### config.mk
export PLATFORM = sky130hd
export DESIGN_NAME = dpu_inst_queue
export DESIGN_NICKNAME = d
export VERILOG_FILES = /design/src/rtl/dpu_inst_queue.sv
export SDC_FILE = /design/constraint.sdc
export NUM_CORES = 1
export LEC_CHECK = 0
export BUFFER_PORTS_ARGS = -buffer_cell sky130_fd_sc_hd__buf_4
export CORE_AREA = 4 4 110 190
export DETAILED_ROUTE_END_ITERATION = 8
export DIE_AREA = 0 0 114 194
export PLACE_DENSITY = 0.87
export SYNTH_ARGS = -nofsm -noshare
export SYNTH_HDL_FRONTEND = slang
export SYNTH_SLANG_ARGS = --single-unit
### constraint.sdc
create_clock -name clk_i -period 12.31 [get_ports clk_i]
set_input_delay 1.231 -clock clk_i [delete_from_list [all_inputs] [get_ports clk_i]]
set_output_delay 1.231 -clock clk_i [all_outputs]
set_load 0.005 [all_outputs]
### src/rtl/dpu_inst_queue.sv
// Circular instruction/PC queue between the prefetch unit and the DPU decoder.
// Registered storage, ready/valid on both sides, flush/stall from central control.
module dpu_inst_queue #(
  parameter int INST_WIDTH = 32,
  parameter int PC_WIDTH   = 32,
  parameter int DEPTH      = 4,
  parameter int AFULL_LVL  = 3,
  parameter int CNT_WIDTH  = $clog2(DEPTH + 1)
) (
  input  logic                  clk_i,
  input  logic                  rst_i,
  input  logic                  in_valid_i,
  input  logic [INST_WIDTH-1:0] in_inst_i,
  input  logic [PC_WIDTH-1:0]   in_pc_i,
  output logic                  in_ready_o,
  input  logic                  flush_i,
  input  logic                  stall_i,
  output logic                  out_valid_o,
  output logic [INST_WIDTH-1:0] out_inst_o,
  output logic [PC_WIDTH-1:0]   out_pc_o,
  input  logic                  out_ready_i,
  output logic [CNT_WIDTH-1:0]  count_o,
  output logic                  almost_full_o
);

  localparam int PTR_W   = $clog2(DEPTH);
  localparam int ENTRY_W = INST_WIDTH + PC_WIDTH;

  logic [ENTRY_W-1:0]   mem_reg [DEPTH];
  logic [PTR_W-1:0]     wr_ptr_reg;
  logic [PTR_W-1:0]     rd_ptr_reg;
  logic [CNT_WIDTH-1:0] count_reg;
  logic [ENTRY_W-1:0]   head;
  logic                 not_empty;
  logic                 push;
  logic                 pop;

  assign not_empty     = (count_reg != '0);
  assign in_ready_o    = !rst_i && !flush_i && (count_reg < CNT_WIDTH'(DEPTH));
  assign out_valid_o   = not_empty && !stall_i && !flush_i;
  assign push          = in_valid_i && in_ready_o;
  assign pop           = out_valid_o && out_ready_i;
  assign count_o       = count_reg;
  assign almost_full_o = (count_reg >= CNT_WIDTH'(AFULL_LVL));

  // Outputs read zero when empty so the decoder never sees a stale entry.
  assign head       = mem_reg[rd_ptr_reg];
  assign out_inst_o = not_empty ? head[ENTRY_W-1:PC_WIDTH] : '0;
  assign out_pc_o   = not_empty ? head[PC_WIDTH-1:0] : '0;

  genvar gi;
  generate
    for (gi = 0; gi < DEPTH; gi++) begin : g_entry
      always_ff @(posedge clk_i or posedge rst_i) begin
        if (rst_i) begin
          mem_reg[gi] <= '0;
        end else if (push && (wr_ptr_reg == PTR_W'(gi))) begin
          mem_reg[gi] <= {in_inst_i, in_pc_i};
        end
      end
    end
  endgenerate

  // Flush wins over everything; push/pop are already gated off during flush.
  always_ff @(posedge clk_i or posedge rst_i) begin
    if (rst_i) begin
      wr_ptr_reg <= '0;
      rd_ptr_reg <= '0;
      count_reg  <= '0;
    end else if (flush_i) begin
      wr_ptr_reg <= '0;
      rd_ptr_reg <= '0;
      count_reg  <= '0;
    end else begin
      if (push) wr_ptr_reg <= wr_ptr_reg + 1'b1;
      if (pop)  rd_ptr_reg <= rd_ptr_reg + 1'b1;
      case ({push, pop})
        2'b10:   count_reg <= count_reg + 1'b1;
        2'b01:   count_reg <= count_reg - 1'b1;
        default: count_reg <= count_reg;
      endcase
    end
  end

endmodule

# After elaboration in Yosys (flattened, before gate mapping)
# Index checks and enable logic that the tools add are counted.
# Widths: inputs -> output; s select.
# totals
ff_bits	263
latchBits	0
mem_bits_rw	0
rom_bits	0
in_bits	70
word_cells	49
n_memories	0
# classes
n_addsub	4
multipliers	0
div	0
n_lt_le_gt_ge	3
eq_ne	5
n_shift	0
muxes	11
bitwise	1
reduce_logical	18
# op_table
operator	count
$bmux 64 s2	1
$mux 64	2
$mux 32	2
$logic_and 1x1->1	10
$mux 2	4
$eq 2x2->1 const B	3
$pmux 3 s2	1
$reduce_bool 3->1	2
$add 2x1->2 const B	2
$eq 2x1->1 const B	2
$reduce_bool 2->1	2
$add 3x1->3 const B	1
$ge 3x2->1 const B	1
$ge 3x3->1 const B	1
$logic_not 1->1	3
$lt 3x3->1 const B	1
$mux 3	1
$not 2->3	1
$sub 3x1->3 const B	1
$logic_not 2->1	1

# Logic depth before layout (Yosys ltp)
# Gate-level depths: netlist (run 1).
# depth
word_depth	7
depth_mapped	8

# Worst setup path before layout (run 1)
# Ideal clock, no wire load.
# synth_path
path_kind	in2reg
start	in flush_i
end	reg count_reg[2] (netlist: count_o[2])
setup_time_ns	0.088
arrival_time_ns	2.974
slack_ns	9.248
cell_stages	6
path_buffers	1
path_cell_list	nor4b_4 buf_4 nor2_1 fa_1 or4_1 a41oi_1
# synth_between
elab_chain_len	7
# synth_rtl
element	line_no	text
start, declared	16	input logic flush_i,
$logic_not 1->1	39, 40	
$logic_and 1x1->1 (2 in series)	39	assign in_ready_o = !rst_i && !flush_i && (count_reg < CNT_WIDTH'(DEPTH));
$logic_and 1x1->1	41	assign push = in_valid_i && in_ready_o;
$eq 2x1->1 / $eq 2x2->1 (equally long branches)	77	case ({push, pop})
$pmux 3 s2	77	
$mux 3	70	end else if (flush_i) begin
end signal, assigned	78	2'b10: count_reg <= count_reg + 1'b1;
end signal, assigned	79	2'b01: count_reg <= count_reg - 1'b1;
end signal, assigned	80	default: count_reg <= count_reg;
end, declared	32	logic [CNT_WIDTH-1:0] count_reg;
# Several ways; a longest one is shown, not always the timed one.
# A chain may end at the register's enable or synchronous reset.

# Final worst setup path (run 1)
# layout_path
start	reg rd_ptr_reg[0]
end	out out_inst_o[24]
# layout_between
elab_chain_len	5
# layout_rtl
element	line_no	text
start, declared	31	logic [PTR_W-1:0] rd_ptr_reg;
start signal, assigned	76	if (pop) rd_ptr_reg <= rd_ptr_reg + 1'b1;
$not 2->3 (implied by the code)	47	assign head = mem_reg[rd_ptr_reg];
$bmux 64 s2	47	
$mux 64 (implied by the code) (2 in series)	47	
$mux 32	48	assign out_inst_o = not_empty ? head[ENTRY_W-1:PC_WIDTH] : '0;
end, declared	19	output logic [INST_WIDTH-1:0] out_inst_o,
# No other way between the ends. The select of a mux whose other input is x is not followed.

==> summary.md, run 1 <==
| Metric | Value |
|---|---|
| EDFF count, synth | `0` |
| Final net count | `934` |
| Placement row count | `67` |
| Startpoint types | `flip-flop` |
| R2R Path Start | `count_o[2]$_DFFE_PP0P_` |
| Flops & latches, synth | `263` |
| Worst path required time | `11.08 ns` |
| Warnings from Yosys | `0` |
| Lkg Pwr | `6.555 nW` |
| First-pass DRT Iterations | `4` |
| Slew @ Worst Pin | `1.161 ns` |
| Max layer used | `met4` |
| Clock-pin slew on the worst setup and hold paths | `0.06 ns` |
| DRT Wirelength | `24680 um` |
| Final antenna-violating net count | `0` |
| Final Cell Area | `13890 sq um` |
| Worst Path Class, Setup | `reg2out` |
| Netlist cell types | `31` |
| Layout fillers | `1226` |
| Synth Cell Area | `12010 sq um` |
| Worst R2R End | `count_o[2]$_DFFE_PP0P_` |
| Vias | `6708` |
| Post-Syn Instances | `740` |
| Max Fanout on Critical Path | `39` |
| Worst EP arrival | `3.05 ns` |
| Setup bufs post-CTS | `0` |
| Wire length per cell | `22.08 um` |
| Clock sink count | `263` |
| Die Ht | `194 um` |
| Final hold vios | `0` |
| Setup ws final | `8.029 ns` |
| Metal2 WL | `13980 um` |
| Final core utilization | `0.7204` |
| CTS resizes | `0` |
| Layout overhead on the synthesized area | `15.66%` |
| Number of setup violations in the final report | `0` |
| Initial antenna violation count | `1` |
| Hold endpoint | `mem_reg[99]$_DFFE_PP0P_` |
| Share of layout cells above drive strength 1 | `0.5799` |
| Ys async rst share | `1.000` |
| Post-route DRC | `0` |
| Peak supply drop | `0.1303 mV` |
| Vias in the first global route | `7953` |
| CTS tree | `yes` |
| Hold Crit Class | `reg2reg` |
| Fmax | `0.2336 GHz` |
| Sequential cell area fraction in the yosys report | `0.5480` |
| Status | `finished clean` |
| CTS max path bufs | `3` |
| Gr ovfl total | `0` |
| Detailed Place HPWL | `15260 um` |
| Max reg flops | `256` |
| Clk_lat worst skew | `0.51 ns` |
| 1st-iter DRT viols | `252` |
| FF-to-FF path depth | `6` |
| Total track usage | `0.2265` |
| Min Tclk post-route | `4.281 ns` |
| RSZ-0062 raised after global routing | `no` |
| Crit. End Element | `output port` |
| H-tree level count | `1` |
| Hold buffers post-CTS | `0` |
| Hold Crit Depth | `1` |
| Die Wd | `114 um` |
| Die area | `22120 sq um` |
| Core area | `19280 sq um` |
| Final slew viol count | `0` |
| FF-to-FF setup slack | `8.98 ns` |
| Period utilisation layout | `0.3478` |
| Hold_sp | `mem_reg[99]$_DFFE_PP0P_` |
| Max_cap viols | `0` |
| Placed cell area | `13040 sq um` |
| IO buf count | `139` |
| Setup TNS | `0 ns` |
| DR vias/cell | `6.000` |
| Max_slew headroom | `0.2262` |
| Top FF cell, synth | `dfrtp_1` |
| Met3 wire len | `1076 um` |
| GPL Wtd Cong | `0.7752` |
| Worst Clk Skew | `0.01291 ns` |
| Number of I/O pins | `140` |
| Most common cell after layout, fill and taps aside | `dfrtp_1` |
| Root Buffer | `clkbuf_16` |
| Starting Density | `0.6229` |
| Dpl ws | `8.381 ns` |
| Syn Area/Cell | `16.23 sq um` |
| Pwr dens | `171.5 nW/um^2` |
| Num CTS Buffers | `24` |
| M1 WL | `9051 um` |
| Syn nets | `815` |
| First-pass GRT wire length | `40250 um` |
| Pin count of the biggest net entering global routing | `171` |
| Most frequent cells in the layout | `261 x dfrtp_1, 256 x mux2_2, 141 x buf_4` |
cell families after synthesis:
logic type | Yosys count | share of synthesized area
buffers and inverters | 52 | 0.03219
DFF | 263 | 0.5480
adders and majority gates | 5 | 0.005834
and+or+nand+nor | 91 | 0.04677
xor gates and xnor gates | 4 | 0.004063
muxes | 320 | 0.3600
AOI/OAI and AO/OA | 5 | 0.003126
cells in the mapped netlist (3+ instances only):
| master | instances | area share |
|---|---|---|
| nor2_1 | 5 | 0.0016 |
| and2_1 | 64 | 0.033 |
| inv_1 | 4 | 0.0012 |
| nand3_1 | 3 | 0.0012 |
| nor3_1 | 3 | 0.0012 |
| buf_1 | 4 | 0.0012 |
| dfrtp_1 | 263 | 0.55 |
| buf_2 | 6 | 0.0025 |
| ha_1 | 4 | 0.0042 |
| nand2_1 | 5 | 0.0016 |
| buf_6 | 24 | 0.023 |
| mux4_2 | 64 | 0.12 |
| nand2_2 | 4 | 0.0021 |
| clkbuf_1 | 13 | 0.0041 |
| mux2_2 | 256 | 0.24 |
area by class of cell:
cell class | count | area [sq um] | area share
Multi-Input combinational cell | 425 | 5064 | 0.3645
Inverter | 4 | 22.52 | 0.001621
Clock buffer | 35 | 713.2 | 0.05134
Sequential cell | 263 | 6589 | 0.4743
Clock inverter | 8 | 140.1 | 0.01009
Tap cell | 241 | 301.5 | 0.02171
Antenna cell | 1 | 2.502 | 0.0001801
Timing Repair Buffer | 141 | 1059 | 0.07620
report_power, final:
part | switching, mW | internal [mW]
Sequential | 0.0968 | 1.04
Combinational | 0.157 | 0.296
Clock | 0.306 | 0.485
Total | 0.560 | 1.82
how the worst max path moves through the flow:
stage                                    end  cells past startpoint                      start
floorplan             count_o[0]$_DFFE_PP0P_                      1                      rst_i
global placement              out_inst_o[24]                      4  rd_ptr_reg[0]$_DFFE_PP0P_
detailed placement  mem_reg[193]$_DFFE_PP0P_                      4                    flush_i
CTS                             out_pc_o[15]                      4  rd_ptr_reg[0]$_DFFE_PP0P_
global route                    out_pc_o[15]                      4  rd_ptr_reg[0]$_DFFE_PP0P_
finish                        out_inst_o[24]                      4  rd_ptr_reg[0]$_DFFE_PP0P_
critical path, cell delays in order, from the launching register on:
cell and delay [ns]:
dfrtp_4 0.95, buf_4 0.62, mux4_2 0.57, and2_1 0.20, buf_4 0.15
per-layer routing:
metal / global-route usage / vias to the layer above
met5: 0 / -
met4: 0.06693 / 0
met3: 0.03435 / 45
met2: 0.4252 / 160
met1: 0.2619 / 3574
li1: - / 2929
per-stage QoR:
stage	hold slack (ns)	power, mW	cells
detailed placement	0.4879	1.613	1074
global placement	0.4811	1.562	1074
global route	0.5110	2.494	1118
CTS	0.5022	2.407	1117
finish	0.5022	2.382	1118
floorplan	0.4738	1.438	740
Power figures use the tool's default switching activity.
==> run 2, diff against run 1 <==
CORE_AREA = 4 4 113 196   (was 4 4 110 190)
DIE_AREA = 0 0 117 200   (was 0 0 114 194)
PLACE_DENSITY = 0.83   (was 0.87)
clock period = 4.5 ns   (was 12.31 ns; I/O delays follow)
==> summary.md, run 2 (same netlist as run 1, synthesis figures left out) <==
| Metric | Value |
|---|---|
| Worst EP arrival | `2.64 ns` |
| Die area | `23400 sq um` |
| Crit. End Element | `output port` |
| Worst Clk Skew | `0.01762 ns` |
| FF-to-FF setup slack | `2.04 ns` |
| Share of layout cells above drive strength 1 | `0.5851` |
| Core area | `20670 sq um` |
| Hold buffers post-CTS | `0` |
| Final slew viol count | `0` |
| Number of setup violations in the final report | `0` |
| Post-route DRC | `0` |
| Worst R2R End | `count_o[2]$_DFFE_PP0P_` |
| Peak supply drop | `0.3216 mV` |
| Max layer used | `met4` |
| M1 WL | `9386 um` |
| H-tree level count | `1` |
| Total track usage | `0.2076` |
| Slowest stage delay, CP | `0.86 ns` |
| Final hold vios | `0` |
| Period utilisation layout | `0.6869` |
| First-pass GRT wire length | `38290 um` |
| Placement row count | `70` |
| Max reg flops | `256` |
| Num CTS Buffers | `24` |
| Pin count of the biggest net entering global routing | `126` |
| Die Wd | `117 um` |
| 1st-iter DRT viols | `276` |
| Wire length per cell | `20.53 um` |
| Max_cap viols | `0` |
| Vias | `6654` |
| Most frequent cells in the layout | `261 x dfrtp_1, 256 x mux2_2, 147 x buf_4` |
| Fmax | `0.3235 GHz` |
| Clock-pin slew on the worst setup and hold paths | `0.06 ns` |
| Min Tclk post-route | `3.091 ns` |
| IO buf count | `139` |
| DRT Wirelength | `23400 um` |
| Crit path cell chain | `buf_12 -> mux4_2 -> and2_1 -> buf_4` |
| First-pass DRT Iterations | `4` |
| Initial antenna violation count | `1` |
| RSZ-0062 raised after global routing | `no` |
| Status | `finished clean` |
| Slowest CP cell | `dfrtp_4` |
| Worst path required time | `4.05 ns` |
| Final antenna-violating net count | `0` |
| CTS max path bufs | `3` |
| Max Fanout on Critical Path | `35` |
| Starting Density | `0.5811` |
| Clk_lat worst skew | `0.51 ns` |
| R2R Path Start | `count_o[2]$_DFFE_PP0P_` |
| Gr ovfl total | `0` |
| Die Ht | `200 um` |
| Worst Path Class, Setup | `reg2out` |
| Metal2 WL | `12470 um` |
| FF-to-FF path depth | `6` |
| Met3 wire len | `1034 um` |
| Number of I/O pins | `140` |
| Pwr dens | `459.9 nW/um^2` |
| Layout overhead on the synthesized area | `16.70%` |
| WP buf/inv | `2` |
| Root Buffer | `clkbuf_16` |
| Crit-path leading delay family | `flip-flops` |
| DR vias/cell | `5.837` |
| Setup bufs post-CTS | `0` |
| Setup TNS | `0 ns` |
| Detailed Place HPWL | `14470 um` |
| Vias in the first global route | `7443` |
| CTS tree | `yes` |
| Startpoint types | `flip-flop` |
| Clock sink count | `263` |
| Hold Crit Class | `in2async` |
| Max_slew headroom | `0.3351` |
| Placed cell area | `13170 sq um` |
| Slew @ Worst Pin | `0.9973 ns` |
| CTS resizes | `0` |
| Lkg Pwr | `6.604 nW` |
| Final net count | `944` |
| Most common cell after layout, fill and taps aside | `dfrtp_1` |
| GPL Wtd Cong | `0.7399` |
| Final Cell Area | `14020 sq um` |
==> run 2: changes by cell type in the layout (fill, tap and decap cells not counted), sizes merged <==
cell | before | now
buf | 141 | 151
bufinv | 4 | 2
clkbuf | 35 | 39
clkinv | 4 | 2
clkinvlp | 0 | 2
inv | 4 | 3
==> run 2: through the flow <==
stage               cells  hold slack [ns]  utilization  total power [mW]  worst slack (ns)
finish               1140          0.05175       0.6781             6.446             1.409
floorplan             740           0.4738            -             3.933            0.5805
CTS                  1139          0.05172       0.6780             6.526             1.319
global placement     1095           0.4809       0.6370             4.321             1.868
global route         1140          0.07851       0.6781             6.780             1.229
detailed placement   1095           0.4878       0.6370             4.386             1.858
==> run 2: worst max-delay path by stage <==
stage	to	startpoint	cells after the start
after global routing	out_pc_o[5]	rd_ptr_reg[0]$_DFFE_PP0P_	4
after CTS	out_inst_o[27]	rd_ptr_reg[0]$_DFFE_PP0P_	4
final	out_pc_o[7]	rd_ptr_reg[0]$_DFFE_PP0P_	4
after floorplan	count_o[0]$_DFFE_PP0P_	rst_i	1
after detailed placement	out_inst_o[27]	rd_ptr_reg[0]$_DFFE_PP0P_	4
after global placement	out_pc_o[2]	rd_ptr_reg[0]$_DFFE_PP0P_	4
==> run 2: power by group <==
group / total [mW] / internal (mW) / switching, mW
Combinational: 1.23 / 0.817 / 0.416
Sequential: 3.09 / 2.85 / 0.246
Clock: 2.12 / 1.28 / 0.841
==> run 2: cell type report <==
class	count	area [sq um]
repair buffers	151	1184
fillers	1465	6654
diodes	1	2.502
flip-flops and latches	263	6586
well taps	252	315.3
clock buffers	39	768.2
inverters	4	18.77
clock inverters	5	77.57
multi-input cells	425	5064
==> run 2: per-layer routing <==
| metal | vias up | track usage |
|---|---|---|
| li1 | 2962 | - |
| met1 | 3528 | 0.2634 |
| met2 | 129 | 0.3690 |
| met3 | 35 | 0.03228 |
| met4 | 0 | 0.05782 |
| met5 | - | 0 |
